<file path="config.mk">
export PLATFORM = sky130hd
export DESIGN_NAME = fp32_mul_arbiter_flat
export DESIGN_NICKNAME = d
export VERILOG_FILES = /design/src/rtl/fp32_mul_arbiter_if.sv /design/src/rtl/fp32_mul_arbiter.sv /design/src/flat_wrapper.sv
export SDC_FILE = /design/constraint.sdc
export NUM_CORES = 1
export LEC_CHECK = 0
export ABC_AREA = 1
export CORE_ASPECT_RATIO = 0.8
export CORE_MARGIN = 2
export CORE_UTILIZATION = 35
export CTS_CLUSTER_DIAMETER = 50
export DETAILED_ROUTE_END_ITERATION = 10
export MAX_ROUTING_LAYER = met4
export PLACE_DENSITY = 0.75
export SYNTH_ARGS = -nofsm -noshare
export SYNTH_HDL_FRONTEND = slang
export SYNTH_SLANG_ARGS = --single-unit
</file>
<file path="constraint.sdc">
create_clock -name clk -period 2.4 [get_ports clk]
set_clock_uncertainty 0.05 [all_clocks]
set_input_delay 0.48 -clock clk [delete_from_list [all_inputs] [get_ports clk]]
set_output_delay 0.48 -clock clk [all_outputs]
set_load 0.1 [all_outputs]
</file>
<file path="src/rtl/fp32_mul_arbiter_if.sv">
// Requester / shared-multiplier bus for the FP32 mantissa multiplier arbiter.
// The master side is the PE-array fetch plus the datapath; the slave side is the arbiter.
interface fp32_mul_arbiter_if #(
    parameter int unsigned NUM_REQ    = 4,
    parameter int unsigned DATA_WIDTH = 24
);
    logic [NUM_REQ-1:0]            req_valid;
    logic [NUM_REQ-1:0]            req_ready;
    logic [NUM_REQ*DATA_WIDTH-1:0] req_a;
    logic [NUM_REQ*DATA_WIDTH-1:0] req_b;
    logic                          mul_valid;
    logic [DATA_WIDTH-1:0]         mul_a;
    logic [DATA_WIDTH-1:0]         mul_b;
    logic [2*DATA_WIDTH-1:0]       mul_product;
    logic [NUM_REQ-1:0]            resp_valid;
    logic [2*DATA_WIDTH-1:0]       resp_data;

    modport master (
        output req_valid, req_a, req_b, mul_product,
        input  req_ready, mul_valid, mul_a, mul_b, resp_valid, resp_data
    );

    modport slave (
        input  req_valid, req_a, req_b, mul_product,
        output req_ready, mul_valid, mul_a, mul_b, resp_valid, resp_data
    );
endinterface

</file>
<file path="src/rtl/fp32_mul_arbiter.sv">
// Round-robin scheduler sharing one fixed-latency mantissa multiplier among NUM_REQ requesters,
// with per-requester outstanding limits and an owner-tag pipeline to route products back.
module fp32_mul_arbiter #(
    parameter int unsigned NUM_REQ    = 4,
    parameter int unsigned DATA_WIDTH = 24,
    parameter int unsigned LAT        = 3,
    parameter int unsigned MAX_OUT    = 2
) (
    input logic                clk,
    input logic                rst,
    fp32_mul_arbiter_if.slave  bus_io
);
    localparam int unsigned PtrW = (NUM_REQ > 1) ? $clog2(NUM_REQ) : 1;
    localparam int unsigned CntW = $clog2(MAX_OUT + 1);

    logic [PtrW-1:0]         rr_ptr_q, rr_ptr_d;
    logic [CntW-1:0]         cnt_q [NUM_REQ];
    logic [CntW-1:0]         cnt_d [NUM_REQ];
    logic [NUM_REQ-1:0]      eligible, grant, issue;
    logic [PtrW-1:0]         grant_idx, scan_idx;
    logic                    grant_vld, hs;

    logic [LAT:0]            tag_vld_q;
    logic [PtrW-1:0]         tag_idx_q [LAT+1];

    logic                    mul_valid_q;
    logic [DATA_WIDTH-1:0]   mul_a_q, mul_a_d, mul_b_q, mul_b_d;
    logic [NUM_REQ-1:0]      resp_valid_q, resp_valid_d;
    logic [2*DATA_WIDTH-1:0] resp_data_q, resp_data_d;

    // A retiring product frees its slot in the same cycle it is returned.
    always_comb begin
        for (int i = 0; i < NUM_REQ; i++) begin
            eligible[i] = bus_io.req_valid[i] &
                          ((cnt_q[i] < CntW'(MAX_OUT)) | resp_valid_q[i]);
        end
    end

    always_comb begin
        grant_vld = 1'b0;
        grant_idx = '0;
        scan_idx  = '0;
        for (int k = 0; k < NUM_REQ; k++) begin
            scan_idx = PtrW'((32'(rr_ptr_q) + 32'(k)) % NUM_REQ);
            if (!grant_vld && eligible[scan_idx]) begin
                grant_vld = 1'b1;
                grant_idx = scan_idx;
            end
        end
    end

    assign grant            = grant_vld ? (NUM_REQ'(1) << grant_idx) : '0;
    assign hs               = grant_vld & ~rst;
    assign issue            = grant & {NUM_REQ{hs}};
    assign bus_io.req_ready = rst ? '0 : grant;

    always_comb begin
        rr_ptr_d = rr_ptr_q;
        mul_a_d  = mul_a_q;
        mul_b_d  = mul_b_q;
        if (hs) begin
            rr_ptr_d = (grant_idx == PtrW'(NUM_REQ - 1)) ? '0 : grant_idx + 1'b1;
            mul_a_d  = bus_io.req_a[grant_idx*DATA_WIDTH +: DATA_WIDTH];
            mul_b_d  = bus_io.req_b[grant_idx*DATA_WIDTH +: DATA_WIDTH];
        end
        // Issue and retire in the same cycle cancel out.
        for (int i = 0; i < NUM_REQ; i++) begin
            cnt_d[i] = cnt_q[i] + CntW'(issue[i]) - CntW'(resp_valid_q[i]);
        end
        resp_valid_d = '0;
        resp_data_d  = resp_data_q;
        if (tag_vld_q[LAT]) begin
            resp_valid_d = NUM_REQ'(1) << tag_idx_q[LAT];
            resp_data_d  = bus_io.mul_product;
        end
    end

    always_ff @(posedge clk) begin
        if (rst) begin
            rr_ptr_q     <= '0;
            mul_valid_q  <= 1'b0;
            mul_a_q      <= '0;
            mul_b_q      <= '0;
            resp_valid_q <= '0;
            resp_data_q  <= '0;
            tag_vld_q    <= '0;
            for (int i = 0; i < NUM_REQ; i++) cnt_q[i] <= '0;
            for (int s = 0; s <= LAT; s++) tag_idx_q[s] <= '0;
        end else begin
            rr_ptr_q     <= rr_ptr_d;
            mul_valid_q  <= hs;
            mul_a_q      <= mul_a_d;
            mul_b_q      <= mul_b_d;
            resp_valid_q <= resp_valid_d;
            resp_data_q  <= resp_data_d;
            for (int i = 0; i < NUM_REQ; i++) cnt_q[i] <= cnt_d[i];
            // Stage 0 lines up with mul_valid; stage LAT with mul_product.
            tag_vld_q[0] <= hs;
            tag_idx_q[0] <= grant_idx;
            for (int s = 1; s <= LAT; s++) begin
                tag_vld_q[s] <= tag_vld_q[s-1];
                tag_idx_q[s] <= tag_idx_q[s-1];
            end
        end
    end

    assign bus_io.mul_valid  = mul_valid_q;
    assign bus_io.mul_a      = mul_a_q;
    assign bus_io.mul_b      = mul_b_q;
    assign bus_io.resp_valid = resp_valid_q;
    assign bus_io.resp_data  = resp_data_q;
endmodule

</file>
<file path="src/flat_wrapper.sv">
// flat-port wrapper written by rule: the top's interface ports become plain ports
module fp32_mul_arbiter_flat 
#(
    parameter int unsigned NUM_REQ    = 4,
    parameter int unsigned DATA_WIDTH = 24,
    parameter int unsigned LAT        = 3,
    parameter int unsigned MAX_OUT    = 2
)
  (clk, rst, bus_io_req_valid, bus_io_req_a, bus_io_req_b, bus_io_mul_product, bus_io_req_ready, bus_io_mul_valid, bus_io_mul_a, bus_io_mul_b, bus_io_resp_valid, bus_io_resp_data);
  fp32_mul_arbiter_if #(.NUM_REQ(NUM_REQ), .DATA_WIDTH(DATA_WIDTH)) bus_io_i ();
  input logic clk;
  input logic rst;
  input wire logic [$bits(bus_io_i.req_valid)-1:0] bus_io_req_valid;
  input wire logic [$bits(bus_io_i.req_a)-1:0] bus_io_req_a;
  input wire logic [$bits(bus_io_i.req_b)-1:0] bus_io_req_b;
  input wire logic [$bits(bus_io_i.mul_product)-1:0] bus_io_mul_product;
  output wire logic [$bits(bus_io_i.req_ready)-1:0] bus_io_req_ready;
  output wire logic [$bits(bus_io_i.mul_valid)-1:0] bus_io_mul_valid;
  output wire logic [$bits(bus_io_i.mul_a)-1:0] bus_io_mul_a;
  output wire logic [$bits(bus_io_i.mul_b)-1:0] bus_io_mul_b;
  output wire logic [$bits(bus_io_i.resp_valid)-1:0] bus_io_resp_valid;
  output wire logic [$bits(bus_io_i.resp_data)-1:0] bus_io_resp_data;
  assign bus_io_i.req_valid = bus_io_req_valid;
  assign bus_io_i.req_a = bus_io_req_a;
  assign bus_io_i.req_b = bus_io_req_b;
  assign bus_io_i.mul_product = bus_io_mul_product;
  assign bus_io_req_ready = bus_io_i.req_ready;
  assign bus_io_mul_valid = bus_io_i.mul_valid;
  assign bus_io_mul_a = bus_io_i.mul_a;
  assign bus_io_mul_b = bus_io_i.mul_b;
  assign bus_io_resp_valid = bus_io_i.resp_valid;
  assign bus_io_resp_data = bus_io_i.resp_data;
  fp32_mul_arbiter #(.NUM_REQ(NUM_REQ), .DATA_WIDTH(DATA_WIDTH), .LAT(LAT), .MAX_OUT(MAX_OUT)) u_core (.clk(clk), .rst(rst), .bus_io(bus_io_i));
endmodule
</file>
==> metrics.txt <==
Final GP Congestion 0.9669; CP startpoint kind register; dpl cell area between 10,000 and 15,000 um2; Seq cells post-synth 122; top post-synthesis cells by count 273 x nand2_1, 162 x nor2_1, 157 x inv_1; fin cells 1,744; worst hold slack between 0.3 and 0.4 ns; top cell type by total area after synthesis dfxtp_1; count of input and output buffers 350; full die area between 20,000 and 25,000 um2; Slew @ Worst Pin 0.5277 ns; vias 8,560; reg2reg start u_core.rr_ptr_q[1]; Area Overhead vs Synth 70.45%; CTS tree yes; Die Width between 150 and 200 um; initial antenna violation count 0; initial core utilization 0.3603; vias in the first global route 7,797; Inst Count DP about 1,700; clock root buffer clkbuf_16; HP Class reg2reg; area of the multi-input gates around 3700 um2; post-synth net total 1,376; Area contributors post-synth dfxtp_1 35%, nand2_1 15%, nand3_1 9.9%; vias per inst 4.908; Gate Count Post-Synth ~1,100; Seq/Total Area, Yosys 0.3541; Detailed Route Iter0 Violations just over 600; period utilization 1.164; FP Rows between 40 and 50; P_leak 5.896 nW; Slew headroom 0.6482; Setup TNS -1.601 ns; Clk Latency, worst-skew pair around 0.4 ns; Util after Layout 0.6142; DR WL/cell about 16 um; final worst setup slack -0.3932 ns; CP max FO 5; clock period minus worst slack approximately 2.8 ns; clock slew at reported path FFs approximately 0.060 ns; drt total wl between 20,000 and 30,000 um; drt drc 0; Crit. End Element primary output; Yosys warnings 0; Worst Setup EP bus_io_req_ready[0]; CTS Sinks around 120; worst r2r dst u_core.cnt_q[0][7]; gr ovfl total 0; H-tree levels 4; I/O pins 351; Peak Freq about 0.36 GHz; RSZ-0062 raised after global routing yes; Synth Flop Type dfxtp_1; Post-Syn Area per Cell 6.148 um2; clock buffer depth 2; first-pass GRT wire length approximately 40,000 um; diodes inserted 0; Critical path origin u_core.rr_ptr_q[1]; VDD IR max roughly 1.3 mV; power density over the cells 1492 nW/um2; Critical Path AT roughly 2.3 ns; Async S/R FF share, synth 0; Crit Path Category reg2out; DRT Pass-1 Iters 5; post-synth top area share 0.3541; max-slew violations 0; Reg2Reg Depth 18; hold wc startpoint u_core.tag_vld_q[1]; failing checks negative setup slack; Register Area 2466 um2; GRT Util Overall 0.2517; Setup Viol. Count Final 6; share of layout cells above drive strength 1 0.1803; largest net degree at the start of global routing about 100; cell area after synthesis a little under 7000 um2; Final nets 1,727; HPWL Detailed 18,360 um; antenna-violating nets left 0; Tot Pwr 17.55 mW; core area around 19,000 um2; reg-to-reg setup timing slack -0.07 ns; Max Cap Viol 0; fin area ~12,000 um2; dpl ws -0.4771 ns; WP data required between 1.5 and 2 ns; Final Hold Viols 0; outcome finished, violations left; number of flops mapped to enable cells by yosys 0; TritonCTS buffer count 17; Fill cells 1,804; Distinct cells, synth 26; Die Span Y approximately 130 um; most common cell in the synthesized netlist nand2_1
[critical path: stages (launching register included)]
cell and delay (ns):
dfxtp_4 0.36, inv_2 0.06, nand2_1 0.12, nand2_4 0.08, inv_2 0.07, buf_4 0.11, nand3_1 0.07, nand2_2 0.11
nand4_4 0.14, nand3_4 0.15, inv_4 0.06, nor3_4 0.28, buf_12 0.21
[layer usage]
layer | up-vias | track usage | part of all wire
li1 | 4245 | - | -
met1 | 3910 | 0.3112 | 0.42
met2 | 359 | 0.4163 | 0.49
met3 | 46 | 0.05186 | 0.064
met4 | 0 | 0.07721 | 0.022
met5 | - | - | 0
[area by class of cell]
type	instances	area share
Timing Repair Buffer	414	0.3420
Clock inverter	14	0.01373
Clock buffer	18	0.03735
Inverter	163	0.05353
Tap cell	258	0.02746
Sequential cell	122	0.2097
Multi-Input combinational cell	755	0.3162
[worst min-delay path by stage]
stage                                   to  slack (ns)  cells past startpoint
global route        u_core.tag_idx_q[0][5]        0.36                      2
CTS                 u_core.tag_idx_q[0][3]        0.35                      2
finish                 u_core.tag_vld_q[2]        0.35                      2
global placement    u_core.tag_idx_q[0][5]        0.34                      2
detailed placement  u_core.tag_idx_q[0][3]        0.34                      2
floorplan           u_core.tag_idx_q[0][2]        0.34                      2
[cells in the final DEF, fill, tap and decap left out, drive strengths merged, types with 6 or more instances in the layout]
| cell | count |
|---|---|
| ha | 8 |
| nor2 | 164 |
| nand2 | 277 |
| buf | 164 |
| dfxtp | 122 |
| clkinvlp | 6 |
| o21ai | 77 |
| clkbuf | 23 |
| inv | 166 |
| nand3 | 140 |
| nand4 | 75 |
| clkdlybuf4s50 | 241 |
[registers in the layout, summed over array words and instances, names as in the netlist]
name	cells
u_core.bus_io.resp_data	48
u_core.bus_io.resp_valid	4
u_core.cnt_q	8
u_core.bus_io.mul_b	24
u_core.bus_io.mul_a	24
u_core.tag_vld_q	4
u_core.rr_ptr_q	2
u_core.tag_idx_q	8
[power by group]
part / leakage, nW / internal [mW] / total [mW] / switching (mW)
Sequential: 1.01 / 2.56 / 2.85 / 0.293
Combinational: 4.60 / 3.85 / 12.1 / 8.21
Clock: 0.283 / 1.58 / 2.64 / 1.06
Total: 5.90 / 7.99 / 17.5 / 9.56
[kinds of logic after synthesis]
group,Yosys count,share of synthesized area
fa+ha+maj,8,0.01451
compound gates,82,0.06040
flops,122,0.3541
xor+xnor,4,0.005078
simple gates,661,0.4199
buf+inv,245,0.1460
[timing repair]
item	in CTS	in global routing
setup buffers	14	7
hold buffers	0	0
pin swaps	18	20
setup endpoints to repair	10	57
resized for setup	30	50
gates cloned	0	5
(Power assumes the default switching activity.)
